## src/rtl/decoder_pkg.sv

```systemverilog
// rtl/decoder_pkg.sv - shared constants and state type for the one-hot decode accumulator
package decoder_pkg;

  localparam int SEL_W_DEF     = 3;
  localparam int FRAME_LEN_DEF = 4;

  typedef enum logic [1:0] {
    IDLE  = 2'd0,
    ACCUM = 2'd1,
    HOLD  = 2'd2
  } state_t;

endpackage

```

## src/rtl/decoder3to8.sv

```systemverilog
// rtl/decoder3to8.sv - combinational SEL_W-to-2**SEL_W one-hot decoder with enable
module decoder3to8
#(
  parameter  int SEL_W = 3,
  localparam int VEC_W = 2**SEL_W
)(
  input  logic             en,
  input  logic [SEL_W-1:0] code,
  output logic [VEC_W-1:0] vec
);

  // Drive a single bit for the selected index; all zeros when disabled
  always_comb begin
    vec = '0;
    if (en) begin
      vec[code] = 1'b1;
    end
  end

endmodule

```

## src/rtl/decoder3to8_accum.sv

```systemverilog
// rtl/decoder3to8_accum.sv - accumulates decoded one-hot codes into framed request vectors (option: DECODE_ACCUM_DUP_DETECT_EN)
module decoder3to8_accum
  import decoder_pkg::*;
#(
  parameter  int SEL_W     = SEL_W_DEF,
  parameter  int FRAME_LEN = FRAME_LEN_DEF,
  localparam int VEC_W     = 2**SEL_W,
  localparam int CNT_W     = $clog2(FRAME_LEN + 1)
)(
  input  logic             clk,
  input  logic             rst_n,
  input  logic             in_valid,
  output logic             in_ready,
  input  logic [SEL_W-1:0] in_code,
  input  logic             in_last,
  output logic             out_valid,
  input  logic             out_ready,
  output logic [VEC_W-1:0] out_vec,
  output logic [CNT_W-1:0] out_count
`ifdef DECODE_ACCUM_DUP_DETECT_EN
  ,
  output logic             out_dup
`endif
);

  localparam logic [CNT_W-1:0] CNT_MAX = CNT_W'(FRAME_LEN);

  state_t           state;
  logic [VEC_W-1:0] acc;
  logic [VEC_W-1:0] dec_vec;
  logic [CNT_W-1:0] cnt;
  logic [CNT_W-1:0] cnt_nxt;
  logic             in_fire;
  logic             out_fire;
  logic             frame_close;

  assign in_ready    = (state != HOLD);
  assign in_fire     = in_valid && in_ready;
  assign out_fire    = out_valid && out_ready;
  assign cnt_nxt     = cnt + CNT_W'(1);
  // in_last and reaching FRAME_LEN on the same code are one close, not two
  assign frame_close = in_last || (cnt_nxt == CNT_MAX);

  // Decoder is enabled only on a transfer, so dec_vec is zero otherwise
  decoder3to8 #(
    .SEL_W (SEL_W)
  ) u_dec (
    .en   (in_fire),
    .code (in_code),
    .vec  (dec_vec)
  );

  // Frame FSM: accumulate codes, snapshot the frame on close, release on output transfer
  always_ff @(posedge clk or negedge rst_n) begin
    if (!rst_n) begin
      state     <= IDLE;
      acc       <= '0;
      cnt       <= '0;
      out_valid <= 1'b0;
      out_vec   <= '0;
      out_count <= '0;
    end else begin
      case (state)
        IDLE, ACCUM: begin
          if (in_fire) begin
            acc <= acc | dec_vec;
            cnt <= cnt_nxt;
            if (frame_close) begin
              state     <= HOLD;
              out_valid <= 1'b1;
              out_vec   <= acc | dec_vec;
              out_count <= cnt_nxt;
            end else begin
              state <= ACCUM;
            end
          end
        end
        HOLD: begin
          if (out_fire) begin
            state     <= IDLE;
            acc       <= '0;
            cnt       <= '0;
            out_valid <= 1'b0;
          end
        end
        default: begin
          state <= IDLE;
        end
      endcase
    end
  end

`ifdef DECODE_ACCUM_DUP_DETECT_EN
  logic dup_seen;
  logic dup_hit;

  // A duplicate is a decoded bit landing on one already held in acc
  assign dup_hit = |(acc & dec_vec);

  // Track duplicates across the frame and publish the flag alongside out_vec
  always_ff @(posedge clk or negedge rst_n) begin
    if (!rst_n) begin
      dup_seen <= 1'b0;
      out_dup  <= 1'b0;
    end else if (in_fire) begin
      dup_seen <= dup_seen | dup_hit;
      if (frame_close) begin
        out_dup <= dup_seen | dup_hit;
      end
    end else if (out_fire) begin
      dup_seen <= 1'b0;
      out_dup  <= 1'b0;
    end
  end
`else
  // No duplicate tracking in this build
`endif

endmodule

```

## config.mk

```make
export PLATFORM = sky130hd
export DESIGN_NAME = decoder3to8_accum
export DESIGN_NICKNAME = d
export VERILOG_FILES = /design/src/rtl/decoder_pkg.sv /design/src/rtl/decoder3to8.sv /design/src/rtl/decoder3to8_accum.sv
export SDC_FILE = /design/constraint.sdc
export NUM_CORES = 1
export LEC_CHECK = 0
export ABC_AREA = 1
export BUFFER_PORTS_ARGS = -buffer_cell sky130_fd_sc_hd__buf_2
export CORE_MARGIN = 2
export CORE_UTILIZATION = 45
export CTS_CLUSTER_DIAMETER = 30
export DETAILED_ROUTE_END_ITERATION = 8
export GPL_ROUTABILITY_DRIVEN = 0
export GPL_TIMING_DRIVEN = 0
export PLACE_DENSITY_LB_ADDON = 0.2
export SYNTH_ARGS = -nofsm -noshare
export SYNTH_HDL_FRONTEND = slang
export SYNTH_SLANG_ARGS = --single-unit
```

## constraint.sdc

```tcl
create_clock -name clk -period 2.1 [get_ports clk]
set_input_delay 0.315 -clock clk [delete_from_list [all_inputs] [get_ports clk]]
set_output_delay 0.315 -clock clk [all_outputs]
set_load 0.005 [all_outputs]
```

==> flow_summary.json <==
{
  "clock_latency_ns": 0.32,
  "die_height_um": 55.9,
  "leakage_nw": 0.810,
  "layout-drive-gt1-share": 0.205,
  "hpwl_mm": 1.61,
  "cap_viol_max_count": 0,
  "number_of_i_o_pins": 21,
  "synthDistinctLibCells": 17,
  "routedWlPerCell_um": 11.3,
  "p_per_area_nw_per_um2": 1190,
  "crit_arrival_ns": 2.03,
  "synthesis.yosys.warnings": 0,
  "detail_route.iter0.violations": 26,
  "fraction_of_power_spent_switching_nets": 0.383,
  "grt_use_total": 0.167,
  "grt_pass1_vias": 910,
  "p_comb_frac": 0.413,
  "setup_total_negative_slack_ns": 0,
  "layout_nets": 182,
  "unrepaired_setup_endpoints_after_global_routing": "no",
  "fin_crit_sh": 0.839,
  "drt_pre_antenna_iters": 4,
  "netlist_area_um2": 1210,
  "areaGrowthSynthToFinish_pct": 14.4,
  "worstSetupStartpointType": "register",
  "postSynthRegisterBits": 25,
  "holdWs_ns": 0.202,
  "cts_max_path_buffers": 2,
  "cp_peak_stage_delay_ns": 0.43,
  "worstHoldPathType": "input pin to register",
  "finalSetupViolations": 0,
  "drt-total-wl_mm": 2.28,
  "number_of_fillers_in_the_final_layout": 246,
  "status": "complete, no violations",
  "clk_pin_slew_ns": 0.13,
  "floorplan.rows": 18,
  "cp_data_required_time_ns": 2.37,
  "num_clock_sinks": 25,
  "vdd_ir_drop_max_mv": 0.616,
  "portBuffers": 20,
  "cts.htree.levels": 1,
  "grt-ovfl-total": 0,
  "worst_slew_margin_relative_to_its_limit": 0.624,
  "pin_count_of_the_biggest_net_entering_global_routing": 26,
  "postSynthCellCount": 146,
  "synth_nets": 156,
  "layout.cells.most_common_list": "68 x nand2_1, 25 x dfrtp_1, 20 x buf_2",
  "die_width_um": 55.9,
  "ant_diodes": 0,
  "power.net_switching_uw": 633,
  "vias": 941,
  "worst_pin_slew_ns": 0.564,
  "core_area_um2": 2520,
  "initial_utilization": 0.480,
  "cts_tree": "done",
  "final_common_cell": "nand2_1",
  "pwr-share-clk": 0.130,
  "setup_slack_after_layout_ns": 0.339,
  "timing.critical_path.cells": "ha_1, ha_1, nor2_1, nor2_8, inv_6, buf_6, nand2_1, nand2_1",
  "grt_antenna_before_repair": 0,
  "power_frac_seq": 0.456,
  "ctsRootBufferMaster": "clkbuf_4",
  "route.detailed.vias_per_inst": 4.68,
  "number_of_clock_buffers_inserted_by_tritoncts": 3,
  "largest_fanout_on_the_critical_path": 10,
  "total_power_mw": 1.65,
  "setup.worst_path.class": "register to register",
  "timing.critical_path.slowest_stage_cell": "dfrtp_1",
  "synth.yosys.seq_area_share": 0.517,
  "placement.setup.worst_slack_ns": 0.356,
  "worst_setup_skew_after_layout_ns": 0.00682,
  "postRouteAntennaNets": 0,
  "wire_length_of_the_first_global_routing_pass_mm": 4.10,
  "p_int_mw": 1.02,
  "fmaxAchievable_mhz": 568,
  "timing.final.max_slew_violations": 0,
  "final-hold-violation-count": 0,
  "cts_repair_resize_count": 0,
  "syn-mean-instance-area_um2": 8.29,
  "worst_setup_path_end_kind": "register",
  "final.min_clock_period_ns": 1.76,
  "post_route_drc_violation_count": 0,
  "die-area_um2": 3120
}
Yosys cell counts (all sizes together):
| library cell | count | area share |
|---|---|---|
| buf | 2 | 0.019 |
| o22ai | 1 | 0.0052 |
| nand2 | 72 | 0.23 |
| nand3 | 6 | 0.025 |
| a21oi | 2 | 0.0083 |
| o21bai | 4 | 0.025 |
| inv | 18 | 0.064 |
| ha | 2 | 0.021 |
| nor2 | 8 | 0.052 |
| dfrtp | 25 | 0.52 |
| o31ai | 1 | 0.0062 |
| o21ai | 4 | 0.017 |
| nand4 | 1 | 0.010 |
flip-flops by register name (all words and copies together) (netlist names):
register / count
acc: 8
out_valid: 1
cnt: 3
out_vec: 8
out_count: 3
state: 2
cell families (layout without fill, tap and decap cells):
logic type	Yosys count	in the layout	share of synthesized area
simple gates	87	87	0.319
fa+ha+maj	2	2	0.0207
buf+inv	20	45	0.0827
compound gates	12	12	0.0610
flops	25	25	0.517
what timing repair did:
action	in CTS	in global routing
endpoints found under the hold margin	25	0
buffers inserted	0	0
hold buffers	1	0
per-layer routing:
layer  vias to the layer above  track usage  wire length (µm)
li1                        497            -                 -
met1                       426        0.224              1110
met2                        13        0.262              1050
met3                         5       0.0488                86
met4                         0       0.0510                36
met5                         -            0                 0
stage by stage:
step | util | instance area, µm² | instances
final | 0.549 | 1380 | 201
after global routing | 0.549 | 1380 | 201
after CTS | 0.549 | 1380 | 201
after detailed placement | 0.534 | 1350 | 196
after global placement | 0.534 | 1350 | 196
after floorplan | - | 1210 | 146
critical path, delay by kind of cell (launching register included):
kind                       cells  cell delay, ns
adders and majority gates      2            0.39
buffers and inverters          2            0.25
DFF                            1            0.43
and+or+nand+nor                4            0.64
power groups by stage:
stage          clock network [mW]  registers (mW)  logic [mW]
2_1_floorplan                   0           0.765       0.461
3_3_place_gp                    0           0.757       0.671
3_5_place_dp                    0           0.765       0.692
4_1_cts                     0.225           0.756       0.698
5_1_grt                     0.246           0.782       0.794
6_report                    0.216           0.753       0.683
area by class of cell:
cell class	count	area [µm²]	area share
inverter	18	77.6	0.0561
sequential	25	626	0.452
timing repair buffer	21	110	0.0796
buffer	2	22.5	0.0163
clock buffer	4	26.3	0.0190
multi-input combinational	101	484	0.350
tap	30	37.5	0.0271
final timing paths:
path / slack, ns / to / from / depth (start not counted)
max reg2reg: 0.34 / out_vec[5]$_DFFE_PN0P_ / cnt[0]$_DFFE_PN0P_ / 8
max: 0.34 / out_vec[5]$_DFFE_PN0P_ / cnt[0]$_DFFE_PN0P_ / 8
min reg2reg: 0.49 / acc[6]$_DFFE_PN0P_ / acc[6]$_DFFE_PN0P_ / 2
max in group asynchronous: 1.23 / out_vec[3]$_DFFE_PN0P_ / rst_n / 2
min: 0.20 / state[0]$_DFFE_PN0P_ / in_valid / 2
min in group asynchronous: 0.49 / state[1]$_DFFE_PN0P_ / rst_n / 2
Power figures use the tool's default switching activity.
